`src/rtl/demux_pkg.sv`:
```
// demux_pkg: shared widths and payload type
// for the 1-to-2 buffered demultiplexer.
package demux_pkg;

    localparam int DATA_W = 3;
    localparam int DEPTH  = 2;

    typedef logic [DATA_W-1:0] data_t;

endpackage

```
`src/rtl/chan_fifo.sv`:
```
// chan_fifo: per-channel synchronous FIFO.
// Registered head output, no write-to-read fall-through.
module chan_fifo
    import demux_pkg::*;
#(
    parameter int DEPTH  = demux_pkg::DEPTH,
    parameter int DATA_W = demux_pkg::DATA_W
) (
    input  logic              clk,
    input  logic              reset,
    input  logic              push,
    input  logic [DATA_W-1:0] wdata,
    input  logic              ready,
    output logic              valid,
    output logic [DATA_W-1:0] rdata,
    output logic              full
);

    localparam int PTR_W = $clog2(DEPTH);
    localparam int CNT_W = $clog2(DEPTH + 1);

    logic [DATA_W-1:0] mem [DEPTH];
    logic [PTR_W-1:0]  rd_ptr;
    logic [PTR_W-1:0]  wr_ptr;
    logic [CNT_W-1:0]  count;
    logic              do_push;
    logic              do_pop;

    assign valid   = (count != '0);
    assign full    = (count == CNT_W'(DEPTH));
    assign do_push = push && !full;
    assign do_pop  = ready && valid;
    assign rdata   = valid ? mem[rd_ptr] : '0;

    // Pointer and occupancy bookkeeping; pointers wrap naturally
    always_ff @(posedge clk) begin
        if (reset) begin
            rd_ptr <= '0;
            wr_ptr <= '0;
            count  <= '0;
        end else begin
            if (do_push) wr_ptr <= wr_ptr + PTR_W'(1);
            if (do_pop)  rd_ptr <= rd_ptr + PTR_W'(1);
            unique case ({do_push, do_pop})
                2'b10:   count <= count + CNT_W'(1);
                2'b01:   count <= count - CNT_W'(1);
                default: count <= count;
            endcase
        end
    end

    // Storage write; contents need no reset since valid gates the head
    always_ff @(posedge clk) begin
        if (!reset && do_push) mem[wr_ptr] <= wdata;
    end

endmodule

```
`src/rtl/demux1x2_3bit_buf.sv`:
```
// demux1x2_3bit_buf: steers upstream beats into one
// of two buffered output channels (select or alternate).
module demux1x2_3bit_buf
    import demux_pkg::*;
#(
    parameter int DEPTH  = demux_pkg::DEPTH,
    parameter int DATA_W = demux_pkg::DATA_W
) (
    input  logic              clk,
    input  logic              reset,
    input  logic              in_valid,
    input  logic [DATA_W-1:0] in_data,
    input  logic              in_sel,
    input  logic              alt_mode,
    output logic              in_ready,
    output logic              out0_valid,
    output logic [DATA_W-1:0] out0_data,
    input  logic              out0_ready,
    output logic              full0,
    output logic              out1_valid,
    output logic [DATA_W-1:0] out1_data,
    input  logic              out1_ready,
    output logic              full1
);

    logic alt_ptr;
    logic dst;
    logic accept;

    assign dst      = alt_mode ? alt_ptr : in_sel;
    assign in_ready = dst ? !full1 : !full0;
    assign accept   = in_valid && in_ready;

    // Alternation pointer advances only on accepted beats in alt mode
    always_ff @(posedge clk) begin
        if (reset)                   alt_ptr <= 1'b0;
        else if (accept && alt_mode) alt_ptr <= !alt_ptr;
    end

    chan_fifo #(.DEPTH(DEPTH), .DATA_W(DATA_W)) u_ch0 (
        .clk   (clk),
        .reset (reset),
        .push  (accept && !dst),
        .wdata (in_data),
        .ready (out0_ready),
        .valid (out0_valid),
        .rdata (out0_data),
        .full  (full0)
    );

    chan_fifo #(.DEPTH(DEPTH), .DATA_W(DATA_W)) u_ch1 (
        .clk   (clk),
        .reset (reset),
        .push  (accept && dst),
        .wdata (in_data),
        .ready (out1_ready),
        .valid (out1_valid),
        .rdata (out1_data),
        .full  (full1)
    );

endmodule

```
`config.mk`:
```
export PLATFORM = sky130hd
export DESIGN_NAME = demux1x2_3bit_buf
export DESIGN_NICKNAME = d
export VERILOG_FILES = /design/src/rtl/demux_pkg.sv /design/src/rtl/chan_fifo.sv /design/src/rtl/demux1x2_3bit_buf.sv
export SDC_FILE = /design/constraint.sdc
export NUM_CORES = 1
export LEC_CHECK = 0
export BUFFER_PORTS_ARGS = -buffer_cell sky130_fd_sc_hd__clkbuf_2
export CAP_MARGIN = 20
export CORE_MARGIN = 4
export CORE_UTILIZATION = 51
export DETAILED_ROUTE_END_ITERATION = 8
export GPL_TIMING_DRIVEN = 0
export HOLD_SLACK_MARGIN = 0.05
export PLACE_DENSITY = 0.75
export SLEW_MARGIN = 5
export SYNTH_ARGS = -nofsm -noshare
export SYNTH_HDL_FRONTEND = slang
export SYNTH_HIERARCHICAL = 1
export SYNTH_SLANG_ARGS = --single-unit
```
`constraint.sdc`:
```
create_clock -name clk -period 2 [get_ports clk]
set_input_delay 0.4 -clock clk [delete_from_list [all_inputs] [get_ports clk]]
set_output_delay 0.4 -clock clk [all_outputs]
set_load 0.05 [all_outputs]
```
# Yosys cells after proc, flatten, opt, wreduce, memory -nomap -nowiden
# Memory sizes are Yosys's and may differ from the RTL's. A register that Yosys moved wholly into a read port is not among the register bits.
# Index checks and enable logic that the tools add are counted.
dict set report totals {
  ff_bits 9
  ramBits 12
  in_bits 10
  output_inout_bits 11
  elab_cells 56
  n_memories 2
}
dict set report op_classes {
  addsub 8
  n_eq_ne 6
  n_mux 14
  n_reduce_logical 19
}
# memory words width read_ports rd_clocked_by_memory_dff wr line
set mem_list {}
lappend mem_list {u_ch0.mem 2 3 1 1 1 chan_fifo.sv:22} ;# logic [DATA_W-1:0] mem [DEPTH];
lappend mem_list {u_ch1.mem 2 3 1 1 1 chan_fifo.sv:22}
# operator count
set op_table {}
lappend op_table {{$logic_and A1 B1 Y1} 10}
lappend op_table {{$mux W1} 10}
lappend op_table {{$eq A2 B2 Y1 const B} 4}
lappend op_table {{$pmux W2 S2} 2}
lappend op_table {{$reduce_bool A2 Y1} 4}
lappend op_table {{$mux W3} 2}
lappend op_table {{$logic_not A1 Y1} 5}
lappend op_table {{$add A1 B1 Y1 const B} 4}
lappend op_table {{$add A2 B1 Y2 const B} 2}
lappend op_table {{$eq A2 B1 Y1 const B} 2}
lappend op_table {{$sub A2 B1 Y2 const B} 2}

# Logic depth before layout (Yosys ltp)
# Gate-level depths: netlist (run 1).
dict set report logic_depth {
  ltp_word 9
  ltp_mapped 7
  mapped_depth_nobuf 7
}

# Cells and area by module
# Netlist (run 1), hierarchy kept.
# module n_inst cells_per_inst area_per_inst_um2 seq_area_each_um2
set by_module_without_submodules {}
lappend by_module_without_submodules {chan_fifo 2 39 449.2 280.3}
lappend by_module_without_submodules {demux1x2_3bit_buf 1 9 85.1 20.0}

# Least setup slack after synthesis (run 1)
# OpenSTA, ideal clock, no wires.
dict set report synth_path {
  path_type {register -> register}
  from {register u_ch0.count[1]}
  to {register u_ch0.count[1]}
  setup_time_ps 70
  arrival_ps 2326
  required_ps 1930
  slack_ps -395
  stages_incl_launch_ff 7
  n_path_buf 0
  cell_sequence {dfxtp_1 > nor2b_1 > and3b_1 > nand2b_1 > ha_1 > or3_1 > a21oi_1}
}
dict set report synth_between {
  elab_chain_len 8
  elab_cells_between_ends 14
  cone_classes {add/sub (2); eq/ne (3); mux (2); reduce/logical (7)}
}
# item line
set synth_lines {}
lappend synth_lines {{start, declared} chan_fifo.sv:25} ;# logic [CNT_W-1:0] count;
lappend synth_lines {{start signal, assigned} chan_fifo.sv:45} ;# 2'b10: count <= count + CNT_W'(1);
lappend synth_lines {{start signal, assigned} chan_fifo.sv:46} ;# 2'b01: count <= count - CNT_W'(1);
lappend synth_lines {{start signal, assigned} chan_fifo.sv:47} ;# default: count <= count;
lappend synth_lines {{$eq A2 B2 Y1 (*)} chan_fifo.sv:30} ;# assign full = (count == CNT_W'(DEPTH));
lappend synth_lines {{named net full0} demux1x2_3bit_buf.sv:19} ;# output logic full0,
lappend synth_lines {{$logic_not A1 Y1 (*)} {chan_fifo.sv:31, demux1x2_3bit_buf.sv:31}}
lappend synth_lines {{$mux W1} demux1x2_3bit_buf.sv:31} ;# assign in_ready = dst ? !full1 : !full0;
lappend synth_lines {{$logic_and A1 B1 Y1} demux1x2_3bit_buf.sv:32} ;# assign accept = in_valid && in_ready;
lappend synth_lines {{$logic_and A1 B1 Y1} demux1x2_3bit_buf.sv:43} ;# .push (accept && !dst),
lappend synth_lines {{$logic_and A1 B1 Y1 (*)} chan_fifo.sv:31} ;# assign do_push = push && !full;
lappend synth_lines {{$eq A2 B1 Y1 / $eq A2 B2 Y1 (equally long branches)} chan_fifo.sv:44} ;# unique case ({do_push, do_pop})
lappend synth_lines {{$pmux W2 S2 / $reduce_bool A2 Y1 (equally long branches)} n/a}
# The timed path passes the listed nets; every way through them passes the cells marked *.
# A chain may end at the register's enable or synchronous reset.

# Worst setup path in the final report (run 1)
dict set report layout_path {
  from {register alt_ptr}
  to {register u_ch0.count[1]}
}
dict set report layout_between {
  elab_chain_len 7
  elab_cells_between_ends 10
  cone_classes {eq/ne (2); mux (3); reduce/logical (5)}
}
# item line
set layout_lines {}
lappend layout_lines {{start, declared} demux1x2_3bit_buf.sv:26} ;# logic alt_ptr;
lappend layout_lines {{start signal, assigned} demux1x2_3bit_buf.sv:37} ;# else if (accept && alt_mode) alt_ptr <= !alt_ptr;
lappend layout_lines {{$mux W1 (*)} demux1x2_3bit_buf.sv:30} ;# assign dst = alt_mode ? alt_ptr : in_sel;
lappend layout_lines {{$mux W1} demux1x2_3bit_buf.sv:31}
lappend layout_lines {{$logic_and A1 B1 Y1} demux1x2_3bit_buf.sv:32}
lappend layout_lines {{$logic_and A1 B1 Y1 (*)} demux1x2_3bit_buf.sv:43}
lappend layout_lines {{$logic_and A1 B1 Y1 (*)} chan_fifo.sv:31}
lappend layout_lines {{$eq A2 B1 Y1 / $eq A2 B2 Y1 (equally long branches)} chan_fifo.sv:44}
lappend layout_lines {{$pmux W2 S2 / $reduce_bool A2 Y1 (equally long branches)} n/a}
# Mark *: on every way between the ends. The rest lies on a longest branch, timed or not.

==> results of run 1 <==
## per-stage QoR
stage                     utilization (%)  total power [W]
after floorplan                         -         0.001329
after global placement              62.81         0.001483
after detailed placement            62.81         0.001511
after CTS                           64.35         0.001719
after global routing                64.63         0.001826
final                               64.63         0.001721
## power by group through the flow
stage / sequential, W / clock [W] / combinational [W]
6_report: 0.000669 / 0.000210 / 0.000841
5_1_grt: 0.000684 / 0.000238 / 0.000904
3_5_place_dp: 0.000677 / 0 / 0.000834
4_1_cts: 0.000667 / 0.000212 / 0.000839
2_1_floorplan: 0.000660 / 0 / 0.000670
3_3_place_gp: 0.000672 / 0 / 0.000812
## worst min path at each step
| stage | to |
|---|---|
| after global placement | alt_ptr |
| after global routing | u_ch1/mem[0][1] |
| after floorplan | alt_ptr |
| final | u_ch0/mem[0][0] |
| after CTS | u_ch0/mem[0][0] |
| after detailed placement | alt_ptr |
## cells in the final DEF, fill, tap and decap left out
cell type	count
nor3b_2	1
nor2b_2	2
dfxtp_1	11
nor2_1	14
o21ai_0	6
xor2_1	4
or3_1	4
nand3b_1	1
a211oi_1	1
clkbuf_4	3
xnor2_1	2
edfxtp_1	12
nor3b_1	2
mux2i_1	8
and4b_1	1
and3b_1	1
nor3_1	2
clkinv_2	1
ha_1	2
inv_1	7
clkbuf_2	20
a21oi_1	4
nand2b_1	2
## synth_stat cells
| cell type | count |
|---|---|
| a211oi_1 | 1 |
| a21oi_1 | 4 |
| and3b_1 | 1 |
| and4b_1 | 1 |
| dfxtp_1 | 11 |
| edfxtp_1 | 12 |
| ha_1 | 2 |
| inv_1 | 7 |
| mux2i_1 | 8 |
| nand2b_1 | 2 |
| nand3b_1 | 1 |
| nor2_1 | 14 |
| nor2b_1 | 2 |
| nor3_1 | 2 |
| nor3b_1 | 3 |
| o21ai_0 | 6 |
| or3_1 | 4 |
| xnor2_1 | 2 |
| xor2_1 | 4 |
## final cells by class
type | instances | share of cell area [%]
Multi-Input combinational cell | 57 | 33.55
Clock buffer | 3 | 1.954
Sequential cell | 23 | 50.38
Tap cell | 25 | 2.714
Inverter | 7 | 2.280
Clock inverter | 1 | 0.4343
Timing Repair Buffer | 20 | 8.686
## layer usage
metal  up-vias  wire length (um)
met3         2               105
li1        354                 -
met4         0                15
met5         -                 0
met1       340               783
met2        22               839
## critical path: stages, from the launching register on
cell and delay (ns):
dfxtp_1 0.35, mux2i_1 0.29, and3b_1 0.23, nand2b_1 0.10, ha_1 0.35, or3_1 0.38
a21oi_1 0.14
## state kept, by name, indices dropped and copies added, names as in the netlist, named ones only
register / flops
u_ch0/mem: 6
u_ch1/mem: 6
u_ch0/rd_ptr: 1
u_ch1/rd_ptr: 1
u_ch0/wr_ptr: 1
u_ch0/count: 2
u_ch1/count: 2
u_ch1/wr_ptr: 1
alt_ptr: 1
## cells by family (layout without fill, tap and decap cells)
kind of cell / after synthesis / in the layout / share of synthesized area (%)
AOI/OAI and AO/OA: 11 / 11 / 5.853
buffers and inverters: 7 / 31 / 2.672
DFF: 23 / 23 / 59.03
adders and majority gates: 2 / 2 / 2.544
xor gates and xnor gates: 6 / 6 / 5.343
muxes: 8 / 8 / 8.143
and+or+nand+nor: 30 / 30 / 16.41
==> metrics.txt, run 1 <==
P_sw 0.0008188 W; CTS tree done; Hold Vio Cnt, Final 0; total gr overflow 0; IO buf count 20; Clk network pwr share 12.2%; drt wl/cell 12.83 um; top cells by area in the synthesized netlist edfxtp_1 (37%), dfxtp_1 (22%), mux2i_1 (8.1%); largest fanout on the critical path 3; hold_sp in_data[0]; sequential share of the synthesized area 59.03%; register share of total power 38.9%; P_leak 0.4788 nW; CP Data Arrival Time 2.14 ns; Critical Path Source Type flop; CP Data Required Time 2.24 ns; drt first pass iters 4; DRC viols 0; worst setup path end u_ch0/count[1]; Area growth, synth to finish 17.18%; Distinct cells, synth 19; Final setup viols 0; fin nets 124; final period utilization 94.85%; global-route wire length before repair 2925 um; grt met3 use 2.865%; warnings from Yosys 6; Logic pwr share 48.9%; Synth Register Bits 23; met2 global-route usage 24.06%; via count 718; largest net degree at the start of global routing 16; I/O pins 21; die area 2695 um2; filler cell count 166; share of cells above drive strength 1 24.32%; Starting Density 55.16%; hold depth 1; post-route minimum period 1.897 ns; routability cong. 0.7130; Placed Area 1120 um2; clk sink count 23; max cap viols 0; FF+latch area 580.6 um2; clock latency on the worst-skew pair 0.31 ns; status complete, no violations; pre-CTS setup slack -0.05725 ns; M1 GR Usage 18.30%; routed wire length 1745 um; Post-CTS Setup Bufs 0; peak supply drop 880.4 uV; top cell type's share of synthesized area 36.64%; internal power 0.0009020 W; hold_buf cts 0; post-synthesis cell count 87; setup TNS 0 ns; r2r endpoint u_ch0/count[1]; antenna viol nets, final 0; Core Footprint 1783 um2; Worst R2R Path Depth 6; mapped cell area 983.4 um2; GRT Total Usage 14.58%; critical path capture point type flop; H-tree depth 1; Max Slew Vio Count 0; non-filler cells in the finished layout 136; Clock Skews 0.005952 ns; R2R Setup Slk 0.10 ns; Cells after DPL 132; Detail Placement HPWL 1263 um; CTS Buf Count 3; global route hottest layer met2; number of global-route vias before repair 687; Relative slew margins 67.64%; Chip Width 51.91 um; clock buffer depth 2; largest area contributor in the netlist edfxtp_1; Worst-path clk slew 0.13 ns; Worst R2R Start alt_ptr; Power Density 1493 nW/um2; Setup CP Type flop to flop; final worst slack 0.1031 ns; vias per inst 5.279; site row count 15; fin area 1152 um2; post_cts resized 0; Inserted Diodes 0; Post-Synthesis Mean Instance Area 11.30 um2; Hold WS 0.3107 ns; DIE HEIGHT 51.91 um; DR iter-0 viols 2; CP startpoint alt_ptr; Syn Nets 99; HP Class input port to flop; multi-input logic area 386.6 um2; initial antenna violation count 0; Fmax 527.2 MHz; switching fraction of total power 47.58%; slew of the pin with the lowest slew margin 0.4843 ns; root buffer selected by CTS clkbuf_4
No activity file was read; power rests on OpenSTA's default activity.
==> inputs of run 2 (changes only) <==
--- a/config.mk
+++ b/config.mk
@@ -7,12 +7,14 @@
 export LEC_CHECK = 0
 export BUFFER_PORTS_ARGS = -buffer_cell sky130_fd_sc_hd__clkbuf_2
 export CAP_MARGIN = 20
+export CELL_PAD_IN_SITES_DETAIL_PLACEMENT = 0
+export CELL_PAD_IN_SITES_GLOBAL_PLACEMENT = 2
 export CORE_MARGIN = 4
-export CORE_UTILIZATION = 51
+export CORE_UTILIZATION = 33
 export DETAILED_ROUTE_END_ITERATION = 8
 export GPL_TIMING_DRIVEN = 0
 export HOLD_SLACK_MARGIN = 0.05
-export PLACE_DENSITY = 0.75
+export PLACE_DENSITY_LB_ADDON = 0.1
 export SLEW_MARGIN = 5
 export SYNTH_ARGS = -nofsm -noshare
 export SYNTH_HDL_FRONTEND = slang
==> constraint.sdc (replaced) <==
create_clock -name clk -period 2.1 [get_ports clk]
set_input_delay 0.42 -clock clk [delete_from_list [all_inputs] [get_ports clk]]
set_output_delay 0.42 -clock clk [all_outputs]
set_load 0.05 [all_outputs]
==> metrics.txt, run 2 (synthesis gave the netlist of run 1 again) <==
site row count 19 (+4); r2r endpoint u_ch1/count[1]; clock latency on the worst-skew pair 0.29 ns (-0.02 ns); IO buf count 20 (unchanged); drt first pass iters 4 (unchanged); RSZ-0062 raised after global routing no; leading cell type in the layout, fill and taps excluded clkbuf_2; Detail Placement HPWL 1287 um (+2.0%); non-filler cells in the finished layout 142 (+4.4%); max incr delay on CP 0.45 ns (+0.07 ns); GRT Total Usage 9.253% (-5.3 points); Setup CP Type flop to flop; Area growth, synth to finish 17.30%; Max Slew Vio Count 0 (unchanged); number of global-route vias before repair 603 (-12%); global route hottest layer met2; met2 global-route usage 12.92% (-11 points); largest fanout on the critical path 7 (+4); Worst R2R Path Depth 6 (unchanged); Core Footprint 2805 um2 (+57%); Worst R2R Start u_ch1/count[0]; initial antenna violation count 0 (unchanged); pre-CTS setup slack -0.01373 ns (+0.04352 ns); vias per inst 4.648 (-12%); CP Data Required Time 2.33 ns (+0.09 ns); Final setup viols 0 (unchanged); slew of the pin with the lowest slew margin 0.4614 ns (-0.02290 ns); FF+latch area 580.6 um2 (unchanged); routed wire length 1627 um (-6.8%); HP Class input port to flop; Hold WS 0.3422 ns (+0.03158 ns); routability cong. 0.6582 (-7.7%); P_leak 0.4738 nW (-1.0%); Inserted Diodes 0 (unchanged); DIE HEIGHT 62.59 um (+21%); hold depth 1 (unchanged); root buffer selected by CTS clkbuf_4; Hold Crit Endpoint u_ch1/mem[0][0]; status complete, no violations; final worst slack 0.1964 ns (+0.09330 ns); CP Data Arrival Time 2.14 ns (about the same); post_cts resized 0 (unchanged); I/O pins 21 (unchanged); R2R Setup Slk 0.20 ns (+0.09 ns); share of cells above drive strength 1 22.52% (-1.8 points); hold_buf cts 0 (unchanged); Critical Path Source Type flop; Fmax 525.3 MHz (-0.35%); clk sink count 23 (unchanged); Chip Width 62.59 um (+21%); peak supply drop 663.4 uV (-25%); filler cell count 298 (+80%); Starting Density 35.06% (-20 points); Largest regs u_ch0/mem x6, u_ch1/mem x6; M1 GR Usage 12.63% (-5.7 points); DR iter-0 viols 17 (+15); antenna viol nets, final 0 (unchanged); Worst-path clk slew 0.11 ns (-0.02 ns); largest net degree at the start of global routing 16 (unchanged); Post-CTS Setup Bufs 0 (unchanged); die area 3918 um2 (+45%); Cells after DPL 138 (+4.5%); CTS tree done; hold_sp in_data[0]; Relative slew margins 69.17% (+1.5 points); via count 660 (-8.1%); Power Density 1397 nW/um2 (-6.4%); Critical-path top delay cell dfxtp_1; fin nets 124 (unchanged); global-route wire length before repair 2780 um (-5.0%); clock buffer depth 2 (unchanged); DRC viols 0 (unchanged); H-tree depth 1 (unchanged); multi-input logic area 381.6 um2 (-1.3%); grt met3 use 2.878% (+0.012 points); Hold Vio Cnt, Final 0 (unchanged); total gr overflow 0 (unchanged); Clock Skews 0.001547 ns (-0.004405 ns); Final Core Density 41.12% (-24 points); post-route minimum period 1.904 ns (+0.006697 ns); CP cell instances nor2b_2 -> nor3b_1 -> nand2b_1 -> ha_1 -> or3_1 -> a21oi_1; commonest non-fill, non-tap cells in the layout clkbuf_2 (20), nor2_1 (14), edfxtp_1 (12); drt wl/cell 11.46 um (-11%); final period utilization 90.65% (-4.2 points); critical path capture point type flop; CTS Buf Count 3 (unchanged); max cap viols 0 (unchanged)
==> run 2: cell count changes in the layout (fill, tap and decap cells not counted), sizes merged <==
cell,delta
clkinv,-1
clkbuf,+1
==> run 2: metal layers <==
layer | vias to the layer above | share of wire, %
met3 | 2 | 6.8
met4 | 0 | 1.0
li1 | 352 | -
met2 | 18 | 43
met5 | - | 0
met1 | 288 | 50
==> run 2: cell type report <==
| type | instances | area share (%) |
|---|---|---|
| Tap cell | 31 | 3.362 |
| Sequential cell | 23 | 50.33 |
| Timing Repair Buffer | 20 | 8.677 |
| Multi-Input combinational cell | 57 | 33.08 |
| Clock buffer | 4 | 2.278 |
| Inverter | 7 | 2.278 |
==> run 2: through the flow <==
step	total power, W	TNS [ns]	cell area (um2)
after global placement	0.001428	0	1127
after floorplan	0.001266	0	988.4
final	0.001612	0	1154
after CTS	0.001632	0	1154
after detailed placement	0.001437	-0.01373	1127
after global routing	0.001737	0	1154
==> run 2: where the power goes <==
part	total [W]	internal, W	switching (W)
logic	0.000787	0.000230	0.000557
registers	0.000634	0.000556	0.0000778
clock network	0.000191	0.0000738	0.000117
==> run 2: how the worst max path moves through the flow <==
stage                    from  cells past startpoint  slack (ns)             end
2_1_floorplan  u_ch0/count[1]                      6        0.03  u_ch0/count[1]
3_3_place_gp         alt_mode                      7       0.006  u_ch0/count[1]
3_5_place_dp         alt_mode                      7       -0.01  u_ch0/count[1]
4_1_cts        u_ch1/count[0]                      6        0.18  u_ch1/count[1]
5_1_grt        u_ch1/count[0]                      6        0.03  u_ch1/count[1]
6_report       u_ch1/count[0]                      6        0.20  u_ch1/count[1]
==> run 2: worst max-delay path: cells and delay by family, from the launching register on <==
family                     cells  cell delay, ns
AOI/OAI and AO/OA              1            0.13
adders and majority gates      1            0.35
DFF                            1            0.45
and+or+nand+nor                4            0.91
==> inputs of run 3 (changes only) <==
--- a/config.mk
+++ b/config.mk
@@ -14,7 +14,7 @@
 export DETAILED_ROUTE_END_ITERATION = 8
 export GPL_TIMING_DRIVEN = 0
 export HOLD_SLACK_MARGIN = 0.05
-export PLACE_DENSITY_LB_ADDON = 0.1
+export PLACE_DENSITY = 0.85
 export SLEW_MARGIN = 5
 export SYNTH_ARGS = -nofsm -noshare
 export SYNTH_HDL_FRONTEND = slang
==> metrics.txt, run 3 (synthesis gave the netlist of run 1 again) <==
site row count 19 (unchanged); Worst R2R Path Depth 6 (unchanged); routability cong. 0.6554 (-0.43%); commonest non-fill, non-tap cells in the layout clkbuf_2 (20), nor2_1 (14), edfxtp_1 (12); Final Core Density 41.12% (unchanged); Power Density 1386 nW/um2 (-0.77%); total gr overflow 0 (unchanged); Clk network pwr share 11.5% (-0.3 points); clk sink count 23 (unchanged); largest fanout on the critical path 7 (unchanged); non-filler cells in the finished layout 142 (unchanged); Post-CTS Setup Bufs 0 (unchanged); DR iter-0 viols 21 (+4); CP Data Arrival Time 2.16 ns (+0.02 ns); clock buffer depth 2 (unchanged); largest net degree at the start of global routing 16 (unchanged); via count 657 (-0.45%); final period utilization 91.83% (+1.2 points); CTS Buf Count 3 (unchanged); Hold Vio Cnt, Final 0 (unchanged); global-route wire length before repair 2622 um (-5.7%); Final setup viols 0 (unchanged); fin nets 124 (unchanged); antenna viol nets, final 0 (unchanged); DRC viols 0 (unchanged); Worst-path clk slew 0.11 ns (about the same); slew of the pin with the lowest slew margin 0.5035 ns (+0.04210 ns); Core Footprint 2805 um2 (unchanged); Logic pwr share 48.8% (about the same); post_cts resized 0 (unchanged); post-route minimum period 1.928 ns (+0.02474 ns); clock latency on the worst-skew pair 0.29 ns (about the same); DIE HEIGHT 62.59 um (unchanged); Largest regs u_ch0/mem x6, u_ch1/mem x6; multi-input logic area 381.6 um2 (unchanged); Critical Path Source Type flop; I/O pins 21 (unchanged); hold_buf cts 0 (unchanged); CTS tree done; switching fraction of total power 46.20% (-0.43 points); P_sw 0.0007389 W (-1.7%); register share of total power 39.6% (+0.3 points); Clock Skews 0.006034 ns (+0.004487 ns); vias per inst 4.627 (-0.45%); share of cells above drive strength 1 22.52% (unchanged); H-tree depth 1 (unchanged); Cells after DPL 138 (unchanged); IO buf count 20 (unchanged); Inserted Diodes 0 (unchanged); P_leak 0.4738 nW (unchanged); Area growth, synth to finish 17.30% (unchanged); Detail Placement HPWL 1245 um (-3.3%); routed wire length 1546 um (-5.0%); initial antenna violation count 0 (unchanged); status complete, no violations; HP Class input port to flop; Setup CP Type flop to flop; filler cell count 299 (+0.34%); Max Slew Vio Count 0 (unchanged); die area 3918 um2 (unchanged); GRT Total Usage 8.387% (-0.87 points); hold depth 1 (unchanged); peak supply drop 393.7 uV (-41%); drt wl/cell 10.89 um (-5.0%); root buffer selected by CTS clkbuf_4; RSZ-0062 raised after global routing no; Starting Density 35.06% (unchanged); FF+latch area 580.6 um2 (unchanged); number of global-route vias before repair 635 (+5.3%); Chip Width 62.59 um (unchanged); max cap viols 0 (unchanged); leading cell type in the layout, fill and taps excluded clkbuf_2; CP Data Required Time 2.33 ns (about the same); Relative slew margins 66.36% (-2.8 points); drt first pass iters 4 (unchanged); Fmax 518.6 MHz (-1.3%); Hold WS 0.3481 ns (+0.005871 ns); internal power 0.0008605 W (about the same); critical path capture point type flop
run 3: cell counts in the layout (fill, tap and decap cells not counted):
No cell type changed its count.
run 3: critical path: stages, from the launching register on:
cell and delay [ns]:
dfxtp_1 0.45, nor2b_2 0.11, nor3b_1 0.28, nand2b_1 0.15
ha_1 0.35, or3_1 0.38, a21oi_1 0.14
run 3: power by group through the flow:
| stage | sequential (W) | clock [W] | combinational, W |
|---|---|---|---|
| CTS | 0.000635 | 0.000199 | 0.000792 |
| floorplan | 0.000628 | 0 | 0.000638 |
| finish | 0.000634 | 0.000185 | 0.000781 |
| global route | 0.000649 | 0.000222 | 0.000852 |
| detailed placement | 0.000645 | 0 | 0.000790 |
| global placement | 0.000641 | 0 | 0.000775 |
run 3: layout make-up:
class	instances	share of cell area [%]
clock buffer	4	2.278
inverter	7	2.278
multi-input combinational	57	33.08
sequential	23	50.33
tap	31	3.362
timing repair buffer	20	8.677
run 3: path summary, 6_finish.rpt:
kind | from | endpoint | slack [ns]
worst max register to register | u_ch1/count[0] | u_ch1/count[1] | 0.17
worst min register to register | alt_ptr | alt_ptr | 0.48
worst min-delay path | in_data[0] | u_ch1/mem[1][0] | 0.35
worst max-delay path | u_ch1/count[0] | u_ch1/count[1] | 0.17
run 3: metal layers:
layer / share of wire (%) / routed length, um / GRT usage, % / vias to the layer above
li1: - / - / - / 355
met1: 49 / 762 / 10.19 / 281
met2: 43 / 667 / 13.18 / 19
met3: 5.7 / 88 / 1.259 / 2
met4: 1.7 / 27 / 6.612 / 0
met5: 0 / 0 / 0 / -
run 3: stage by stage:
| stage | setup slack [ns] | total power (W) | setup TNS (ns) | area, um2 |
|---|---|---|---|---|
| after floorplan | 0.03010 | 0.001266 | 0 | 988.4 |
| after global placement | 0.04356 | 0.001416 | 0 | 1127 |
| after detailed placement | -0.001836 | 0.001435 | -0.001836 | 1127 |
| after CTS | 0.1545 | 0.001626 | 0 | 1154 |
| after global routing | 0.04648 | 0.001723 | 0 | 1154 |
| final | 0.1716 | 0.001599 | 0 | 1154 |
